--- src/rtl/mem_port_arbiter.sv ---
// Arbiter sharing one SRAM-like memory port between instruction fetch and data access.
// Data requests win unless fetch has been passed over STARVE_LIMIT times in a row.
module mem_port_arbiter #(
    parameter int ADDR_W       = 32,
    parameter int DATA_W       = 32,
    parameter int STARVE_LIMIT = 4
) (
    input  logic                clk,
    input  logic                rst,

    input  logic                inst_req,
    input  logic [ADDR_W-1:0]   inst_addr,
    output logic                inst_addr_ok,
    output logic                inst_data_ok,
    output logic [DATA_W-1:0]   inst_rdata,

    input  logic                data_req,
    input  logic                data_wr,
    input  logic [DATA_W/8-1:0] data_wstrb,
    input  logic [ADDR_W-1:0]   data_addr,
    input  logic [DATA_W-1:0]   data_wdata,
    output logic                data_addr_ok,
    output logic                data_data_ok,
    output logic [DATA_W-1:0]   data_rdata,

    output logic                mem_req,
    output logic                mem_wr,
    output logic [DATA_W/8-1:0] mem_wstrb,
    output logic [ADDR_W-1:0]   mem_addr,
    output logic [DATA_W-1:0]   mem_wdata,
    input  logic                mem_addr_ok,
    input  logic                mem_data_ok,
    input  logic [DATA_W-1:0]   mem_rdata,

    output logic                busy
);

    localparam int STRB_W = DATA_W / 8;
    localparam int CNT_W  = (STARVE_LIMIT < 1) ? 1 : $clog2(STARVE_LIMIT + 1);
    localparam logic [CNT_W-1:0] CNT_MAX = CNT_W'(STARVE_LIMIT);

    typedef enum logic [1:0] {IDLE, ADDR, DATA} state_t;
    typedef enum logic [1:0] {OWN_NONE, OWN_INST, OWN_DATA} owner_t;

    state_t           state;
    state_t           next_state;
    owner_t           owner;
    logic [CNT_W-1:0] starve_cnt;
    logic             starve_hit;
    logic             grant_inst;
    logic             grant_data;

    // Fetch wins a tie only once it has been passed over the full limit
    always_comb begin
        starve_hit = (STARVE_LIMIT != 0) && (starve_cnt == CNT_MAX);
        grant_inst = inst_req && (!data_req || starve_hit);
        grant_data = data_req && !grant_inst;
    end

    always_ff @(posedge clk) begin
        if (rst) begin
            state <= IDLE;
        end else begin
            state <= next_state;
        end
    end

    always_comb begin
        next_state = state;
        case (state)
            IDLE: if (grant_inst || grant_data) next_state = ADDR;
            ADDR: if (mem_addr_ok) next_state = DATA;
            DATA: if (mem_data_ok) next_state = IDLE;
            default: next_state = IDLE;
        endcase
    end

    always_comb begin
        inst_addr_ok = mem_addr_ok && (state == ADDR) && (owner == OWN_INST);
        data_addr_ok = mem_addr_ok && (state == ADDR) && (owner == OWN_DATA);
        inst_data_ok = mem_data_ok && (state == DATA) && (owner == OWN_INST);
        data_data_ok = mem_data_ok && (state == DATA) && (owner == OWN_DATA);
        inst_rdata   = mem_rdata;
        data_rdata   = mem_rdata;
    end

    // Bus fields are latched once at the grant and held until the transaction retires
    always_ff @(posedge clk) begin
        if (rst) begin
            mem_req    <= 1'b0;
            mem_wr     <= 1'b0;
            mem_wstrb  <= '0;
            mem_addr   <= '0;
            mem_wdata  <= '0;
            busy       <= 1'b0;
            owner      <= OWN_NONE;
            starve_cnt <= '0;
        end else begin
            mem_req <= (next_state == ADDR);
            busy    <= (next_state != IDLE);
            if (state == IDLE && grant_data) begin
                owner     <= OWN_DATA;
                mem_wr    <= data_wr;
                mem_wstrb <= data_wstrb;
                mem_addr  <= data_addr;
                mem_wdata <= data_wdata;
                if (!inst_req) begin
                    starve_cnt <= '0;
                end else if (starve_cnt != CNT_MAX) begin
                    starve_cnt <= starve_cnt + 1'b1;
                end
            end else if (state == IDLE && grant_inst) begin
                owner      <= OWN_INST;
                mem_wr     <= 1'b0;
                mem_wstrb  <= {STRB_W{1'b0}};
                mem_addr   <= inst_addr;
                mem_wdata  <= '0;
                starve_cnt <= '0;
            end else if (state == DATA && mem_data_ok) begin
                owner <= OWN_NONE;
            end
        end
    end

endmodule

--- config.mk ---
export PLATFORM = sky130hd
export DESIGN_NAME = mem_port_arbiter
export DESIGN_NICKNAME = d
export VERILOG_FILES = /design/src/rtl/mem_port_arbiter.sv
export SDC_FILE = /design/constraint.sdc
export NUM_CORES = 1
export LEC_CHECK = 0
export BUFFER_PORTS_ARGS = -buffer_cell sky130_fd_sc_hd__buf_2
export CAP_MARGIN = 20
export CORE_MARGIN = 2
export CORE_UTILIZATION = 40
export CTS_BUF_LIST = sky130_fd_sc_hd__clkbuf_2 sky130_fd_sc_hd__clkbuf_4 sky130_fd_sc_hd__clkbuf_8
export DETAILED_ROUTE_END_ITERATION = 12
export PLACE_DENSITY = 0.83
export RECOVER_POWER = 100
export SLEW_MARGIN = 20
export SYNTH_ARGS = -nofsm -noshare
export SYNTH_HDL_FRONTEND = slang
export SYNTH_SLANG_ARGS = --single-unit
--- constraint.sdc ---
create_clock -name clk -period 1.7 [get_ports clk]
set_input_delay 0.085 -clock clk [delete_from_list [all_inputs] [get_ports clk]]
set_output_delay 0.085 -clock clk [all_outputs]
set_load 0.02 [all_outputs]
==> results of run 1 <==
routing by layer:
metal  vias up  share of wire, %  global-route usage (%)  wire length, microns
met5         -                 0                       0                     0
met3        36               7.0                    4.70                   965
li1       1956                 -                       -                     -
met1      1996                36                    21.2                  4870
met2       236                54                    42.3                  7450
met4         0               2.9                    11.2                   401
power breakdown:
part           switching (mW)  total, mW  leakage, nW  internal [mW]
clock                   0.680       1.69        0.125           1.01
combinational           0.796       1.35         1.47          0.553
sequential             0.0958       2.08        0.643           1.99
layout make-up:
type	count	area [sq um]	share of cell area (%)
sequential	78	1560	27.0
timing repair buffer	261	1710	29.5
clock buffer	11	139	2.40
inverter	34	128	2.21
multi-input combinational	251	1970	34.0
clock inverter	5	108	1.86
tap	140	175	3.03
kinds of logic after synthesis:
group / share of synthesized area (%)
DFF: 35.9
buffers and inverters: 19.5
and+or+nand+nor: 18.7
AOI/OAI and AO/OA: 25.3
adders and majority gates: 0.575
worst reg2reg max path, delay by kind of cell (launching register included):
| kind | cells | cell delay (ns) |
|---|---|---|
| AO/OA/AOI/OAI | 2 | 0.54 |
| adder cells (fa/ha/maj) | 1 | 0.19 |
| buffers and inverters | 3 | 0.39 |
| AND/OR/NAND/NOR | 1 | 0.06 |
| flip-flops | 1 | 0.36 |
sequential cells by signal (all words and copies together) (netlist names):
name / count
busy: 1
mem_wr: 1
mem_wdata: 32
mem_addr: 32
mem_req: 1
mem_wstrb: 4
owner: 2
state: 2
starve_cnt: 3
through the flow:
stage | worst slack (ns) | power (mW) | util, %
global route | -0.0206 | 5.36 | 53.8
CTS | -0.00700 | 5.19 | 53.8
floorplan | 0.141 | 3.13 | -
global placement | 0.0828 | 3.31 | 45.6
finish | 0.0385 | 5.13 | 53.8
detailed placement | -0.00942 | 3.35 | 45.6
cells in the mapped netlist, types with 3 or more instances:
master | n | area share, %
a2111oi_2 | 32 | 11
a21oi_1 | 75 | 8.6
buf_2 | 8 | 0.92
buf_4 | 68 | 12
buf_6 | 6 | 1.6
clkbuf_1 | 27 | 2.3
dfxtp_1 | 78 | 36
inv_1 | 34 | 2.9
nand2_1 | 4 | 0.34
nand2b_1 | 3 | 0.43
nand3_1 | 38 | 4.4
nand3b_1 | 3 | 0.52
nand4_1 | 3 | 0.43
nor2_1 | 6 | 0.52
nor4b_1 | 3 | 0.60
nor4b_2 | 29 | 10
o21ai_0 | 40 | 4.6
worst max path at each step:
stage                                    start                        end  slack, ns  cells after the start
finish              starve_cnt[0]$_SDFFE_PP0P_  mem_addr[19]$_SDFFE_PP0P_       0.04                      7
floorplan           starve_cnt[0]$_SDFFE_PP0P_  mem_addr[10]$_SDFFE_PP0P_       0.14                      6
global placement    starve_cnt[0]$_SDFFE_PP0P_  mem_addr[26]$_SDFFE_PP0P_       0.08                      6
detailed placement  starve_cnt[0]$_SDFFE_PP0P_  mem_addr[24]$_SDFFE_PP0P_     -0.009                      6
global route        starve_cnt[0]$_SDFFE_PP0P_  mem_addr[19]$_SDFFE_PP0P_      -0.02                      7
CTS                 starve_cnt[0]$_SDFFE_PP0P_   mem_addr[4]$_SDFFE_PP0P_     -0.007                      6
placed cells by master (no fill, tap or decap), types with 30 or more instances in the layout:
cell type,instances
clkbuf_1,75
a21oi_1,75
inv_1,34
nand3_1,38
a2111oi_2,32
dfxtp_1,78
dlygate4sd3_1,64
nor4b_2,30
o21ai_0,40
buf_2,105
what timing repair did:
item	in CTS	in global routing
endpoints found under the setup margin	6	40
buffers inserted	0	1
gates cloned	0	2
pin swaps	1	3
hold buffers	64	0
resized for setup	0	6
endpoints found under the hold margin	64	0
==> flow_summary_export.csv, run 1 <==
group,metric,value,unit
floorplan,row_count,38,
yosys,yosysSeqAreaShare,35.9,%
grt,grt-ovfl-total,0,
placed_design,placedCellCount,697,
setup_path,worst-path-buf-inv,3,
run,drv_cap,0,
yosys,avgSynthCellArea,9.20,sq um
grt,antenna_found_initial,0,
timing,fin_crit,1.66,ns
clock_network,cts_inserted_buffers,9,
timing,setup_violations,0,
routing,drc_errors,0,
setup_path,cp_top_family,"compound AO/OA/AOI/OAI gates",
placed_design,dp_hpwl,8.30,mm
floorplan,core,0.0107,sq mm
routing,first_iter_violations,301,
finish,final_cells,780,
yosys,synth_cells,473,
yosys,synth_ff_type,"dfxtp_1",
yosys,syn-num-nets,614,
finish,design_area,0.00578,sq mm
timing,finalCritPeriodShare,97.7,%
setup_path,cp.required,1.93,ns
hold_path,whs_endpoint,"mem_addr[22]$_SDFFE_PP0P_",
timing,drv_slew,0,
finish,num-fill-cells,968,
timing,fin_setup_tns,0,ns
timing,worstMarginPinSlew,0.679,ns
timing,fin_skew,0.00879,ns
timing,hold_viol,0,
yosys,synth-edff-count,0,
hold_path,holdPathStages,3,
clock_network,cts-root-buf,"clkbuf_8",
placed_design,place_congestion,0.722,
pwr,power.leakage,2.24,nW
grt,grt_pass1_vias,4271,
floorplan,die_w,108,microns
setup_path,crit_arrival,1.89,ns
routing,vias,4224,
grt,grt_use_total,21.7,%
yosys,ys_types,30,
routing,dr.pass1.iters,4,
setup_path,max_stage_delay,0.37,ns
pwr,power_density,887,mW/mm^2
timing,holdWs,0.0319,ns
finish,drive_gt1_share,32.7,%
routing,drt_wl_total,13.7,mm
clock_network,clock_sinks,78,
routing,routedWlPerCell,17.6,microns
setup_path,r2r_setup_slack,0.04,ns
finish,layout.nets,776,
grt,grt_pass1_wl,20.0,mm
setup_path,startpoint_type,"flop",
clock_network,clk_pin_slew,0.08,ns
routing,routed_via_density,5.42,
floorplan,die_area,0.0117,sq mm
yosys,synth_async_sr_flop_share,0,%
grt,grt_max_degree,53,
setup_path,crit_chain,"inv_1 -> ha_4 -> a21boi_4 -> buf_12 -> clkbuf_16 -> nor4b_2 -> a2111oi_2",
setup_path,crit-reg2reg-launch,"starve_cnt[0]$_SDFFE_PP0P_",
setup_path,cp_slowest_cell,"a2111oi_2",
clock_network,cts_tree,"yes",
yosys,ys_ff_latch,78,
timing,slew_headroom,54.8,%
finish,area_growth,32.8,%
outcome,outcome,"completed",
hold_path,hp-start,"data_addr[22]",
clock_network,cts_max_level,3,
setup_path,end_kind,"flop",
floorplan,ios,278,
pwr,ir_drop,438,uV
setup_path,worstSetupPathType,"flop to flop",
clock_network,clk_latency,0.34,ns
yosys,yosysWarnings,0,
timing,max_freq,602,MHz
placed_design,post_dp_cell_area,0.00489,sq mm
setup_path,reg2reg_depth,7,
finish,num_antenna_cells,0,
setup_path,cp_max_fo,8,
hold_path,hold_path.class,"input port to flop",
setup_path,r2r-end,"mem_addr[19]$_SDFFE_PP0P_",
yosys,syn_area,0.00435,sq mm
routing,drtAntennaViolNets,0,
placed_design,io_buffers,181,
floorplan,die_height,108,microns
clock_network,clockBufferDepth,2,
floorplan,start_util,40.5,%
No activity file was read; power rests on OpenSTA's default activity.
==> run 2, diff against run 1 <==
--- a/config.mk
+++ b/config.mk
@@ -7,11 +7,13 @@
 export LEC_CHECK = 0
 export BUFFER_PORTS_ARGS = -buffer_cell sky130_fd_sc_hd__buf_2
 export CAP_MARGIN = 20
+export CELL_PAD_IN_SITES_DETAIL_PLACEMENT = 0
+export CELL_PAD_IN_SITES_GLOBAL_PLACEMENT = 2
 export CORE_MARGIN = 2
-export CORE_UTILIZATION = 40
+export CORE_UTILIZATION = 21
 export CTS_BUF_LIST = sky130_fd_sc_hd__clkbuf_2 sky130_fd_sc_hd__clkbuf_4 sky130_fd_sc_hd__clkbuf_8
 export DETAILED_ROUTE_END_ITERATION = 12
-export PLACE_DENSITY = 0.83
+export PLACE_DENSITY = 0.82
 export RECOVER_POWER = 100
 export SLEW_MARGIN = 20
 export SYNTH_ARGS = -nofsm -noshare
==> run 2 against run 1 <==
Net effect:
- die area rose by 87%
- worst setup slack improved by 0.044 ns
- wire length up 4.8%
- hold slack improved by 0.0035 ns
- critical path depth down 1
- combinational power is essentially flat
- register-to-register slack better by 0.04 ns
- critical path type unchanged
==> flow_summary_export.csv, run 2 (synthesized netlist as in run 1, its figures left out) <==
group,metric,value,unit
clock_network,cts_inserted_buffers,9,
clock_network,cts-root-buf,"clkbuf_8",
setup_path,cp_max_fo,7,
routing,drc_errors,0,
timing,holdWs,0.0355,ns
grt,antenna_found_initial,1,
floorplan,die_area,0.0219,sq mm
grt,grt_pass1_vias,3993,
timing,fin_crit,1.62,ns
timing,max_freq,618,MHz
pwr,power_density,823,mW/mm^2
outcome,outcome,"completed",
finish,final_cell_mix,"107 x buf_2, 76 x dfxtp_1, 75 x a21oi_1",
pwr,power.leakage,2.27,nW
timing,slew_headroom,52.6,%
setup_path,end_kind,"flop",
clock_network,clockBufferDepth,2,
clock_network,clk_latency,0.37,ns
routing,met1_length,6.08,mm
timing,worstMarginPinSlew,0.711,ns
timing,hold_viol,0,
timing,fin_skew,0.00874,ns
hold_path,hold_path.class,"input port to flop",
setup_path,worstSetupPathType,"flop to flop",
routing,routed_via_density,4.42,
placed_design,io_buffers,181,
grt,grt-ovfl-total,0,
finish,drive_gt1_share,33.6,%
grt,grt_use_total,12.3,%
finish,reg.largest.list,"mem_addr (32), mem_wdata (32), mem_wstrb (4)",
setup_path,r2r-end,"mem_addr[31]$_SDFFE_PP0P_",
clock_network,clock_sinks,78,
finish,layout.nets,787,
hold_path,hp-start,"data_addr[17]",
finish,design_area,0.00602,sq mm
finish,final_common_cell,"buf_2",
timing,finalCritPeriodShare,95.1,%
setup_path,reg2reg_depth,6,
placed_design,dp_hpwl,8.64,mm
routing,drt_wl_total,14.3,mm
timing,fin_setup_tns,0,ns
routing,met2_length,7.05,mm
finish,fin_util,29.7,%
finish,num_antenna_cells,0,
floorplan,start_util,21.4,%
grt,grt_pass1_wl,21.0,mm
pwr,ir_drop,323,uV
hold_path,whs_endpoint,"mem_addr[17]$_SDFFE_PP0P_",
routing,routedWlPerCell,15.6,microns
floorplan,ios,278,
clock_network,cts_tree,"yes",
finish,area_growth,38.4,%
clock_network,clk_pin_slew,0.08,ns
routing,vias,4070,
setup_path,crit-reg2reg-launch,"starve_cnt[0]$_SDFFE_PP0P_",
hold_path,holdPathStages,3,
clock_network,cts_max_level,3,
floorplan,die_w,148,microns
setup_path,startpoint_type,"flop",
floorplan,row_count,52,
routing,dr.pass1.iters,4,
run,drv_cap,0,
floorplan,die_height,148,microns
routing,wl_met3,928,microns
routing,highest_layer,"met5",
routing,drtAntennaViolNets,0,
routing,first_iter_violations,185,
placed_design,place_congestion,0.680,
placed_design,post_dp_cell_area,0.00510,sq mm
setup_path,r2r_setup_slack,0.08,ns
setup_path,crit_arrival,1.88,ns
setup_path,cp.required,1.96,ns
grt,grt_max_degree,57,
timing,drv_slew,0,
floorplan,core,0.0203,sq mm
timing,setup_violations,0,
## run 2: per-layer routing
metal / GRT usage (%) / up-vias
met2: 22.0 / 156
li1: - / 1981
met3: 3.58 / 33
met1: 14.0 / 1898
met4: 4.24 / 2
met5: 0 / -
## run 2: layout make-up
class	count	area (sq um)
Tap cell	270	338
Clock inverter	6	68.8
Timing Repair Buffer	272	1790
Fill cell	2210	14300
Inverter	34	128
Sequential cell	78	1560
Multi-Input combinational cell	251	1990
Clock buffer	10	138
## run 2: worst max path at each step
stage                               startpoint                         to  slack [ns]  depth (start not counted)
CTS                 starve_cnt[0]$_SDFFE_PP0P_  mem_addr[31]$_SDFFE_PP0P_        0.03                          6
finish              starve_cnt[0]$_SDFFE_PP0P_  mem_addr[31]$_SDFFE_PP0P_        0.08                          6
detailed placement  starve_cnt[0]$_SDFFE_PP0P_  mem_addr[27]$_SDFFE_PP0P_        0.05                          6
global route        starve_cnt[0]$_SDFFE_PP0P_  mem_addr[26]$_SDFFE_PP0P_       -0.02                          6
global placement    starve_cnt[0]$_SDFFE_PP0P_  mem_addr[24]$_SDFFE_PP0P_        0.08                          6
floorplan           starve_cnt[0]$_SDFFE_PP0P_  mem_addr[10]$_SDFFE_PP0P_        0.14                          6
## run 2: what timing repair did
item                                   in CTS  in global routing
hold buffers                               70                  0
gates resized for setup                     0                  7
endpoints found under the hold margin      71                  0
setup endpoints to repair                   0                 61
buffers inserted                            0                  4
## run 2: metrics by stage
step                      worst slack [ns]  std cells  power [mW]
final                               0.0825        921        4.96
after floorplan                      0.141        473        3.13
after global placement              0.0845        828        3.40
after CTS                           0.0262        914        5.08
after global routing               -0.0152        921        5.25
after detailed placement            0.0475        828        3.40
## run 2: worst max-delay path, stage by stage (launching register included)
cell and delay, ns:
dfxtp_2 0.34, inv_1 0.09, ha_4 0.19, a21boi_4 0.28
clkbuf_16 0.23, nor4b_1 0.06, a2111oi_2 0.32
## run 2: where the power goes
group / total [mW] / switching, mW / internal (mW)
Sequential: 2.08 / 0.0934 / 1.99
Combinational: 1.38 / 0.806 / 0.575
Clock: 1.50 / 0.767 / 0.729
Total: 4.96 / 1.67 / 3.29
==> run 3, diff against run 2 <==
==> constraint.sdc (replaced) <==
create_clock -name clk -period 1.7 [get_ports clk]
set_input_delay 0.255 -clock clk [delete_from_list [all_inputs] [get_ports clk]]
set_output_delay 0.255 -clock clk [all_outputs]
set_load 0.02 [all_outputs]
==> run 3 against run 2 <==
Net effect:
- sequential power about the same
- global-route usage decreased by 0.23 points
- flip-flop and latch count is the same
- cell area down 8.7%
- worst setup slack worse by 0.0058 ns
- clock-buffer cell count increased by 1
- register-to-register slack hardly changed
- first-iteration DRC count is 23% lower
- critical path depth increased by 1
- critical path type unchanged
- largest power group unchanged
==> flow_summary_export.csv, run 3 (synthesized netlist as in run 1, its figures left out) <==
group,metric,value,unit
outcome,outcome,"completed",
setup_path,crit_arrival,1.85,ns
setup_path,max_stage_delay,0.36,ns
finish,final_common_cell,"buf_2",
grt,grt_max_degree,43,
setup_path,worstSetupPathType,"flop to flop",
timing,fin_skew,0.00994,ns
floorplan,core,0.0203,sq mm
setup_path,cp.required,1.93,ns
timing,fin_ws,0.0768,ns
timing,slew_headroom,63.1,%
timing,worstMarginPinSlew,0.554,ns
pwr,ir_drop,323,uV
finish,reg.largest.list,"mem_addr (32), mem_wdata (32), mem_wstrb (4)",
run,drv_cap,0,
pwr,power.leakage,2.05,nW
finish,multi_input_area,0.00205,sq mm
timing,hold_viol,0,
routing,routed_via_density,4.43,
clock_network,cts_inserted_buffers,9,
pwr,power_density,936,mW/mm^2
clock_network,clock_sinks,78,
floorplan,start_util,21.4,%
setup_path,end_kind,"flop",
routing,drtAntennaViolNets,0,
routing,drt_wl_total,13.6,mm
clock_network,clk_latency,0.37,ns
finish,final_cell_mix,"107 x buf_2, 77 x dfxtp_1, 75 x a21oi_1",
hold_path,hold_path.class,"input port to flop",
grt,grt_pass1_vias,3831,
placed_design,io_buffers,181,
grt,grt_use_total,12.1,%
routing,routedWlPerCell,15.9,microns
clock_network,clockBufferDepth,2,
timing,drv_slew,0,
grt,antenna_found_initial,0,
timing,fin_crit,1.62,ns
finish,area_growth,26.4,%
timing,max_freq,616,MHz
routing,vias,3790,
clock_network,cts-root-buf,"clkbuf_8",
finish,num-fill-cells,2253,
clock_network,clk_pin_slew,0.09,ns
placed_design,dp_hpwl,8.89,mm
finish,layout.nets,723,
floorplan,die_area,0.0219,sq mm
placed_design,place_congestion,0.686,
floorplan,ios,278,
routing,drc_errors,0,
grt,grt_pass1_wl,20.5,mm
floorplan,die_w,148,microns
finish,num_antenna_cells,0,
floorplan,die_height,148,microns
setup_path,startpoint_type,"flop",
timing,fin_setup_tns,0,ns
clock_network,cts_max_level,3,
setup_path,cp_max_fo,13,
routing,dr.pass1.iters,4,
floorplan,row_count,52,
clock_network,cts_tree,"yes",
finish,seq_area,0.00156,sq mm
routing,first_iter_violations,142,
placed_design,dp_slack,0.0422,ns
grt,grt-ovfl-total,0,
setup_path,cp_slowest_cell,"nor4b_1",
setup_path,crit_chain,"inv_1 -> ha_2 -> a21boi_4 -> buf_12 -> clkbuf_16 -> nor4b_1 -> a2111oi_2",
timing,setup_violations,0,
finish,drive_gt1_share,38.6,%
timing,finalCritPeriodShare,95.5,%
## run 3: per-layer routing
metal  GRT usage (%)  vias to the layer above  share of wire (%)  wire [microns]
met4            4.52                        0                2.2             295
met1            14.1                     1765                 42            5670
li1                -                     1844                  -               -
met5               0                        -                  0               0
met3            4.07                       30                7.9            1070
met2            20.6                      151                 48            6570
## run 3: timing repair
action	in CTS	in global routing
buffers inserted	0	3
endpoints found under the hold margin	0	0
gates resized for setup	0	14
hold buffers	0	0
setup endpoints to repair	0	62
## run 3: worst max-delay path: cells and delay by family (launching register included)
| kind | cells | cell delay [ns] |
|---|---|---|
| AOI/OAI and AO/OA | 2 | 0.16 |
| adders and majority gates | 1 | 0.24 |
| and+or+nand+nor | 1 | 0.36 |
| buffers and inverters | 3 | 0.39 |
| DFF | 1 | 0.33 |
## run 3: final cells by class
class | instances | area share [%]
multi-input cells | 251 | 37.3
flip-flops and latches | 78 | 28.4
repair buffers | 208 | 21.5
well taps | 270 | 6.14
clock buffers | 11 | 2.64
inverters | 34 | 2.32
clock inverters | 4 | 1.73
## run 3: final timing paths
kind / from / to / slack [ns] / depth (start not counted)
worst max-delay path: starve_cnt[0]$_SDFFE_PP0P_ / mem_addr[27]$_SDFFE_PP0P_ / 0.08 / 7
worst min-delay path: data_wdata[26] / mem_wdata[26]$_SDFFE_PP0P_ / 0.13 / 3
worst max register to register: starve_cnt[0]$_SDFFE_PP0P_ / mem_addr[27]$_SDFFE_PP0P_ / 0.08 / 7
worst min register to register: mem_wdata[27]$_SDFFE_PP0P_ / mem_wdata[27]$_SDFFE_PP0P_ / 0.48 / 2
## run 3: per-stage QoR
stage | total power, mW | instances | util, % | instance area, sq um | hold WS [ns]
2_1_floorplan | 3.13 | 473 | - | 4350 | 0.403
3_3_place_gp | 3.43 | 836 | 25.5 | 5170 | 0.459
3_5_place_dp | 3.43 | 836 | 25.5 | 5170 | 0.465
4_1_cts | 5.23 | 851 | 26.7 | 5410 | 0.0923
5_1_grt | 5.44 | 856 | 27.1 | 5500 | 0.103
6_report | 5.15 | 856 | 27.1 | 5500 | 0.125
## run 3: power breakdown
group / total, mW / leakage (nW) / internal [mW] / switching, mW
Clock: 1.76 / 0.123 / 1.02 / 0.739
Sequential: 2.07 / 0.644 / 1.99 / 0.0845
Combinational: 1.31 / 1.29 / 0.506 / 0.809
